### src/rtl/fxp_pkg.sv
// Shared fixed-point helpers: rounding mode codes, Q-format width arithmetic
// and extreme-code generators for the FXP datapath chain.
package fxp_pkg;

    localparam logic RND_TRUNC  = 1'b0;
    localparam logic RND_HALFUP = 1'b1;

    function automatic int unsigned max_u(input int unsigned a, input int unsigned b);
        return (a > b) ? a : b;
    endfunction

    function automatic int unsigned prod_int(input int unsigned a_i, input int unsigned b_i);
        return a_i + b_i;
    endfunction

    function automatic int unsigned prod_frac(input int unsigned a_f, input int unsigned b_f);
        return a_f + b_f;
    endfunction

    function automatic int unsigned sum_frac(input int unsigned p_f, input int unsigned c_f);
        return max_u(p_f, c_f);
    endfunction

    // One guard integer bit keeps the aligned sum exact.
    function automatic int unsigned sum_int(input int unsigned p_i, input int unsigned c_i);
        return max_u(p_i, c_i) + 1;
    endfunction

    // Low w bits hold the largest positive two's-complement code.
    function automatic logic [63:0] max_code(input int unsigned w);
        return (64'd1 << (w - 1)) - 64'd1;
    endfunction

    function automatic logic [63:0] min_code(input int unsigned w);
        return ~max_code(w);
    endfunction

endpackage

### src/rtl/fxp_mac_pipe_if.sv
// Valid/ready bus for the fixed-point multiply-add: operand side and result side.
interface fxp_mac_pipe_if #(
    parameter int unsigned A_W = 6,
    parameter int unsigned B_W = 6,
    parameter int unsigned C_W = 10,
    parameter int unsigned Y_W = 7
);
    logic           in_valid;
    logic           in_ready;
    logic [A_W-1:0] a_in;
    logic [B_W-1:0] b_in;
    logic [C_W-1:0] c_in;
    logic           rnd_mode;
    logic           sat_en;
    logic           out_valid;
    logic           out_ready;
    logic [Y_W-1:0] y_out;
    logic           ovf_out;

    modport master (
        output in_valid, a_in, b_in, c_in, rnd_mode, sat_en, out_ready,
        input  in_ready, out_valid, y_out, ovf_out
    );

    modport slave (
        input  in_valid, a_in, b_in, c_in, rnd_mode, sat_en, out_ready,
        output in_ready, out_valid, y_out, ovf_out
    );
endinterface

### src/rtl/fxp_quantize.sv
// Combinational requantiser: exact Q(SW-SF).(SF) sum to Q(OUT_I).(OUT_F) with
// floor or round-half-up, then saturate or wrap, flagging out-of-range results.
module fxp_quantize
    import fxp_pkg::*;
#(
    parameter int unsigned SW    = 14,
    parameter int unsigned SF    = 8,
    parameter int unsigned OUT_I = 5,
    parameter int unsigned OUT_F = 2
) (
    input  logic signed [SW-1:0]          sum,
    input  logic                          rnd_mode,
    input  logic                          sat_en,
    output logic        [OUT_I+OUT_F-1:0] y_c,
    output logic                          ovf_c
);
    localparam int unsigned Y_W  = OUT_I + OUT_F;
    localparam int unsigned PAD  = (OUT_F > SF) ? OUT_F - SF : 0;
    localparam int unsigned DROP = (SF > OUT_F) ? SF - OUT_F : 0;
    localparam int unsigned EW   = max_u(SW + 1 + PAD, Y_W + 1);

    logic signed [EW-1:0]  ext_c;
    logic signed [EW-1:0]  q_c;
    logic        [EW-Y_W:0] hi_c;

    assign ext_c = EW'(sum);

    if (DROP > 0) begin : g_drop
        localparam logic signed [EW-1:0] HALF = EW'(1) <<< (DROP - 1);
        logic signed [EW-1:0] bias_c;
        assign bias_c = (rnd_mode == RND_HALFUP) ? HALF : EW'(0);
        assign q_c    = (ext_c + bias_c) >>> DROP;
    end else begin : g_pad
        assign q_c = ext_c <<< PAD;
    end

    // In range only when every bit above the output sign bit copies it.
    assign hi_c  = q_c[EW-1:Y_W-1];
    assign ovf_c = !((&hi_c) || !(|hi_c));

    always_comb begin
        y_c = q_c[Y_W-1:0];
        if (ovf_c && sat_en) begin
            y_c = q_c[EW-1] ? Y_W'(min_code(Y_W)) : Y_W'(max_code(Y_W));
        end
    end
endmodule

### src/rtl/fxp_mac_pipe.sv
// Three-stage elastic fixed-point multiply-add Y = quantize(A*B + C):
// S1 exact product, S2 aligned exact sum, S3 quantised result.
module fxp_mac_pipe
    import fxp_pkg::*;
#(
    parameter int unsigned A_I   = 3,
    parameter int unsigned A_F   = 3,
    parameter int unsigned B_I   = 1,
    parameter int unsigned B_F   = 5,
    parameter int unsigned C_I   = 5,
    parameter int unsigned C_F   = 5,
    parameter int unsigned OUT_I = 5,
    parameter int unsigned OUT_F = 2
) (
    input logic          clk,
    input logic          rst,
    fxp_mac_pipe_if.slave bus
);
    localparam int unsigned C_W = C_I + C_F;
    localparam int unsigned PI  = prod_int(A_I, B_I);
    localparam int unsigned PF  = prod_frac(A_F, B_F);
    localparam int unsigned PW  = PI + PF;
    localparam int unsigned SF  = sum_frac(PF, C_F);
    localparam int unsigned SW  = sum_int(PI, C_I) + SF;
    localparam int unsigned Y_W = OUT_I + OUT_F;

    logic                  s1_valid, s1_rnd, s1_sat;
    logic signed [PW-1:0]  s1_p;
    logic signed [C_W-1:0] s1_c;
    logic                  s2_valid, s2_rnd, s2_sat;
    logic signed [SW-1:0]  s2_sum;
    logic                  s3_valid, s3_ovf;
    logic        [Y_W-1:0] s3_y;

    logic                  s1_en, s2_en, s3_en;
    logic signed [PW-1:0]  prod_c;
    logic signed [SW-1:0]  sum_c;
    logic        [Y_W-1:0] q_y;
    logic                  q_ovf;

    // A stage loads when it is empty or its content moves on this cycle.
    assign s3_en = !s3_valid || bus.out_ready;
    assign s2_en = !s2_valid || s3_en;
    assign s1_en = !s1_valid || s2_en;

    assign bus.in_ready  = s1_en && !rst;
    assign bus.out_valid = s3_valid;
    assign bus.y_out     = s3_y;
    assign bus.ovf_out   = s3_ovf;

    assign prod_c = PW'($signed(bus.a_in)) * PW'($signed(bus.b_in));
    assign sum_c  = (SW'(s1_p) <<< (SF - PF)) + (SW'(s1_c) <<< (SF - C_F));

    fxp_quantize #(
        .SW    (SW),
        .SF    (SF),
        .OUT_I (OUT_I),
        .OUT_F (OUT_F)
    ) u_quantize (
        .sum      (s2_sum),
        .rnd_mode (s2_rnd),
        .sat_en   (s2_sat),
        .y_c      (q_y),
        .ovf_c    (q_ovf)
    );

    always_ff @(posedge clk) begin
        if (rst) begin
            s1_valid <= 1'b0;
            s1_rnd   <= 1'b0;
            s1_sat   <= 1'b0;
            s1_p     <= '0;
            s1_c     <= '0;
            s2_valid <= 1'b0;
            s2_rnd   <= 1'b0;
            s2_sat   <= 1'b0;
            s2_sum   <= '0;
            s3_valid <= 1'b0;
            s3_y     <= '0;
            s3_ovf   <= 1'b0;
        end else begin
            if (s1_en) begin
                s1_valid <= bus.in_valid;
                if (bus.in_valid) begin
                    s1_p   <= prod_c;
                    s1_c   <= $signed(bus.c_in);
                    s1_rnd <= bus.rnd_mode;
                    s1_sat <= bus.sat_en;
                end
            end
            if (s2_en) begin
                s2_valid <= s1_valid;
                if (s1_valid) begin
                    s2_sum <= sum_c;
                    s2_rnd <= s1_rnd;
                    s2_sat <= s1_sat;
                end
            end
            if (s3_en) begin
                s3_valid <= s2_valid;
                if (s2_valid) begin
                    s3_y   <= q_y;
                    s3_ovf <= q_ovf;
                end
            end
        end
    end
endmodule

### src/flat_wrapper.sv
// flat-port wrapper written by rule: the top's interface ports become plain ports
module fxp_mac_pipe_flat import fxp_pkg::*;
#(
    parameter int unsigned A_I   = 3,
    parameter int unsigned A_F   = 3,
    parameter int unsigned B_I   = 1,
    parameter int unsigned B_F   = 5,
    parameter int unsigned C_I   = 5,
    parameter int unsigned C_F   = 5,
    parameter int unsigned OUT_I = 5,
    parameter int unsigned OUT_F = 2
)
  (clk, rst, bus_in_valid, bus_a_in, bus_b_in, bus_c_in, bus_rnd_mode, bus_sat_en, bus_out_ready, bus_in_ready, bus_out_valid, bus_y_out, bus_ovf_out);
  fxp_mac_pipe_if #(.A_W((6)), .B_W((6)), .C_W((10)), .Y_W((7))) bus_i ();
  input logic clk;
  input logic rst;
  input wire logic [$bits(bus_i.in_valid)-1:0] bus_in_valid;
  input wire logic [$bits(bus_i.a_in)-1:0] bus_a_in;
  input wire logic [$bits(bus_i.b_in)-1:0] bus_b_in;
  input wire logic [$bits(bus_i.c_in)-1:0] bus_c_in;
  input wire logic [$bits(bus_i.rnd_mode)-1:0] bus_rnd_mode;
  input wire logic [$bits(bus_i.sat_en)-1:0] bus_sat_en;
  input wire logic [$bits(bus_i.out_ready)-1:0] bus_out_ready;
  output wire logic [$bits(bus_i.in_ready)-1:0] bus_in_ready;
  output wire logic [$bits(bus_i.out_valid)-1:0] bus_out_valid;
  output wire logic [$bits(bus_i.y_out)-1:0] bus_y_out;
  output wire logic [$bits(bus_i.ovf_out)-1:0] bus_ovf_out;
  assign bus_i.in_valid = bus_in_valid;
  assign bus_i.a_in = bus_a_in;
  assign bus_i.b_in = bus_b_in;
  assign bus_i.c_in = bus_c_in;
  assign bus_i.rnd_mode = bus_rnd_mode;
  assign bus_i.sat_en = bus_sat_en;
  assign bus_i.out_ready = bus_out_ready;
  assign bus_in_ready = bus_i.in_ready;
  assign bus_out_valid = bus_i.out_valid;
  assign bus_y_out = bus_i.y_out;
  assign bus_ovf_out = bus_i.ovf_out;
  fxp_mac_pipe #(.A_I(A_I), .A_F(A_F), .B_I(B_I), .B_F(B_F), .C_I(C_I), .C_F(C_F), .OUT_I(OUT_I), .OUT_F(OUT_F)) u_core (.clk(clk), .rst(rst), .bus(bus_i));
endmodule
### config.mk
export PLATFORM = sky130hd
export DESIGN_NAME = fxp_mac_pipe_flat
export DESIGN_NICKNAME = d
export VERILOG_FILES = /design/src/rtl/fxp_pkg.sv /design/src/rtl/fxp_mac_pipe_if.sv /design/src/rtl/fxp_quantize.sv /design/src/rtl/fxp_mac_pipe.sv /design/src/flat_wrapper.sv
export SDC_FILE = /design/constraint.sdc
export NUM_CORES = 1
export LEC_CHECK = 0
export CAP_MARGIN = 10
export CELL_PAD_IN_SITES_DETAIL_PLACEMENT = 0
export CELL_PAD_IN_SITES_GLOBAL_PLACEMENT = 2
export CORE_ASPECT_RATIO = 0.6
export CORE_MARGIN = 5
export CORE_UTILIZATION = 39
export DETAILED_ROUTE_END_ITERATION = 6
export GPL_ROUTABILITY_DRIVEN = 0
export PLACE_DENSITY_LB_ADDON = 0.1
export SKIP_LAST_GASP = 1
export SLEW_MARGIN = 15
export SYNTH_ARGS = -nofsm -noshare
export SYNTH_HDL_FRONTEND = slang
export SYNTH_HIERARCHICAL = 1
export SYNTH_SLANG_ARGS = --single-unit
### constraint.sdc
create_clock -name clk -period 8.3 [get_ports clk]
set_input_delay 1.245 -clock clk [delete_from_list [all_inputs] [get_ports clk]]
set_output_delay 1.245 -clock clk [all_outputs]
set_load 0.02 [all_outputs]
### Word-level counts from Yosys, hierarchy flattened

Cells that the tools add are included.

* logic and storage cells: 35
* output and inout port bits: 10
* register bits after elaboration: 51

* mux-type cells: 3
* reductions and logical operators: 17
* multiply operators: 1
* add/sub/neg operators: 2

Operator list (count)
* 14-bit by 7-bit adder with 15-bit output: 1
* 12-bit by 13-bit adder with 14-bit output: 1
* 7-bit two-way mux: 2
* 6-bit by 6-bit multiplier with 12-bit output: 1
* 1-bit logical NOT: 6
* 6-bit two-way mux: 1
* 2-bit AND reduction: 3
* 1-bit logical OR: 4
* 3-bit AND reduction: 1
* 3-bit OR reduction: 1
* 1-bit logical AND: 2

### Logic depth before layout (Yosys ltp)

* word-level depth: 8
* gate-level depth with buffers: 15
* gate-level depth less buffers: 15

### Hierarchy

The synthesis kept the hierarchy.

By module, submodules not included
* fxp_mac_pipe: times used 1, seq. area each 1021.0 um^2, area an instance 3540.9 um^2, cells an instance 400
* fxp_quantize: times used 1, seq. area each 0.0 um^2, area an instance 292.8 um^2, cells an instance 40

### Worst setup path after synthesis

OpenSTA, ideal clock, no wires.

* path kind: in2reg
* start point: in bus_a_in[5]
* end point: reg u_core.s1_p[10]
* setup slack: 3.472 ns
* arrival: 4.722 ns
* stages: 13
* data required time: 8.194 ns
* buffers on the path: 0
* setup time: 0.106 ns
* cells stage by stage: nand2_1 -> inv_1 -> fa_1 -> inv_1 -> fa_1 -> inv_1 -> fa_1 -> fa_1 -> fa_1 -> a21o_1 -> a21oi_1 -> o21ai_0 -> o311ai_0

* longest elaborated chain between the ends: 1

Ends and longest elaborated chain
* from (decl): RTL line flat_wrapper.sv:18 `input wire logic [$bits(bus_i.a_in)-1:0] bus_a_in;`
* 6-bit by 6-bit multiplier with 12-bit output: RTL line fxp_mac_pipe.sv:51 `assign prod_c = PW'($signed(bus.a_in)) * PW'($signed(bus.b_in));`
* to (signal assigned): RTL line fxp_mac_pipe.sv:85 `s1_p <= prod_c;`
* to (decl): RTL line fxp_mac_pipe.sv:28 `logic signed [PW-1:0] s1_p;`

Every way passes these cells.
A chain may end at the register's enable or synchronous reset.

### Worst setup path after layout

* start point: in bus_b_in[5]
* end point: reg u_core.s1_p[10]

* longest elaborated chain between the ends: 1

Ends and longest elaborated chain
* from (decl): RTL line flat_wrapper.sv:19 `input wire logic [$bits(bus_i.b_in)-1:0] bus_b_in;`
* 6-bit by 6-bit multiplier with 12-bit output: RTL line fxp_mac_pipe.sv:51

Every way passes these cells.

==> impl_summary.txt <==
----------------------------------------------------
[Placement]
  Number of port buffers ... 37
  Area post-placement ... 0.00402 mm^2
  Post-DP HPWL ... 6740 um

[Global routing]
  Total track usage ... 16.0%
  Initial antenna violation count ... 0
  Via count of the first global-routing pass ... 2803
  Largest net degree at the start of global routing ... 47
  Global-route wire length before repair ... 14600 um
  Total congestion overflow after global routing ... 0

[Die]
  Core ar. ... 0.00905 mm^2
  Overall die area ... 0.0112 mm^2
  I/O Pins ... 38
  Die boundary height ... 84.1 um
  Standard-cell row count ... 27
  Chip Width ... 134 um
  Initial core utilization ... 39.5%

[Detailed routing]
  Top layer reached by signal wires ... met4
  Post-DR wirelength/cell ... 15.1 um
  Remaining DRCs ... 0
  Number of vias after detailed routing ... 2823
  Length of routed wiring on met1 ... 5020 um
  Routed wl met2 ... 2920 um
  Ratio of routed vias to standard cells ... 5.08
  Pre-antenna DRT Iters ... 4
  Post-Route WL ... 8420 um
  1st-iter DRT viols ... 130
  Antenna viol nets, final ... 0
  Routed wl met3 ... 467 um

[Clocking]
  Resized cells post-CTS ... 0
  Number of buffers inserted for hold repair after clock tree synthesis ... 0
  Reg clk slew, reported paths ... 60 ps
  Root Buffer ... clkbuf_16
  Deepest level of the CTS H-tree ... 2
  Clock latency reported for the late side of the worst-skew pair ... 280 ps
  Buffers from clock root to sink, at most ... 2
  TritonCTS buffer count ... 5
  CTS sink cnt ... 43
  Clock tree from TritonCTS ... built
  Setup Buffers After CTS ... 0

[Final layout]
  Proportion of layout cells with a drive suffix above 1 ... 4.77%
  Area growth syn-to-layout ... 16.8%
  Final non-filler cell area ... 0.00417 mm^2
  Antenna Diode Count ... 0
  Utilization of the core after routing ... 46.1%
  Fin nets ... 526
  Number of fillers in the final layout ... 892

[Setup path]
  Reg-to-reg slack, setup ... 6270 ps
  Startpoint type of the worst setup path ... primary input
  Worst endpoint required time ... 8470 ps
  CP max FO ... 7
  CP Data Arrival Time ... 5520 ps
  Crit Path Class ... in -> reg
  Crit. Startpoint ... bus_b_in[5]
  Element type at the critical path end ... register
  R2r startpoint ... u_core/s1_p[3]

[Timing]
  Peak Freq ... 0.187 GHz
  Final-report hold violation count ... 0
  Final Max Tran Viols ... 0
  Final Hold Slack ... 455 ps
  Worst Max-Slew Pin Slew ... 926 ps
  Remaining max-slew budget at the tightest pin ... 38.3%
  Setup TNS ... 0 ps
  Setup repair after global routing missed its margin ... false
  Final Setup Violations ... 0
  Min Tclk post-route ... 5350 ps
  Post-route clock skew ... 3.75 ps
  Period utilisation layout ... 64.4%

[Yosys]
  Synth warn ... 6
  Synthesized netlist net count ... 496
  Post-synthesis average cell area ... 8.74 um^2
  Syn Inst Count ... 409
  Synth Cell Area ... 0.00357 mm^2

[Job]
  Number of maximum-capacitance constraint violations ... 0

[Power and ir drop]
  Worst ir drop on vdd ... 0.0000859 V
  Leakage power ... 1.84 nW
  Overall power of the completed layout ... 0.851 mW
  Power per cell area ... 204 mW/mm^2

[Run status]
  Run status ... complete, no violations

[Worst hold path]
  Hold Path Origin ... u_core/s1_sat
  Class of the tightest hold or removal check ... reg -> reg

----------------------------------------------------
[final cells by class]
type	instances	area, um^2	area share [%]
multi-input combinational	322	2520	60.5
clock buffer	8	156	3.75
tap	116	145	3.48
timing repair buffer	38	378	9.05
sequential	43	861	20.6
inverter	29	109	2.61
[power by group]
part           switching [mW]  total [mW]  internal, mW
logic                   0.219       0.391         0.172
registers              0.0227       0.254         0.232
clock network          0.0779       0.206         0.128
total                   0.320       0.851         0.531
[critical path, stage by stage]
cell	delay [ps]
clkdlybuf4s50_1	670
nand2b_1	140
fa_1	520
fa_1	540
inv_1	50
fa_1	560
fa_1	460
fa_1	480
a21o_1	180
a21oi_1	190
o21ai_0	160
o311ai_0	320
[final timing paths]
path | end | cells past startpoint
setup reg to reg | u_core/s2_sum[11] | 8
setup / recovery | u_core/s1_p[10] | 12
hold reg to reg | u_core/s2_sat | 2
hold / removal | u_core/s2_sat | 2
[flip-flops by register name, summed over array words and instances (netlist names)]
register / flops
u_core/bus.y_out: 7
u_core/s2_sat: 1
u_core/bus.ovf_out: 1
u_core/s1_sat: 1
u_core/s1_rnd: 1
u_core/s1_valid: 1
u_core/s1_p: 9
u_core/s2_valid: 1
u_core/s1_c: 10
u_core/s2_rnd: 1
u_core/s2_sum: 9
u_core/bus.out_valid: 1
[per-stage QoR]
stage / instances / setup WS, ps
2_1_floorplan: 409 / 3470
3_3_place_gp: 548 / 2720
3_5_place_dp: 548 / 2650
4_1_cts: 556 / 2940
5_1_grt: 556 / 2590
6_report: 556 / 2950
[cell usage in the layout (no fill, tap or decap), types with 26 or more instances in the layout]
master           instances
ha_1                    32
nand2_1                 61
fa_1                    27
inv_1                   28
clkdlybuf4s50_1         37
nor2_1                  26
and2_1                  26
dfxtp_1                 43
a21oi_1                 30
[metal layers]
layer  vias up  global-route usage, %
met4         0                   1.68
met2        55                   19.8
li1       1446                      -
met3         2                   3.89
met5         -                      0
met1      1320                   27.5
No activity file was read; power rests on OpenSTA's default activity.
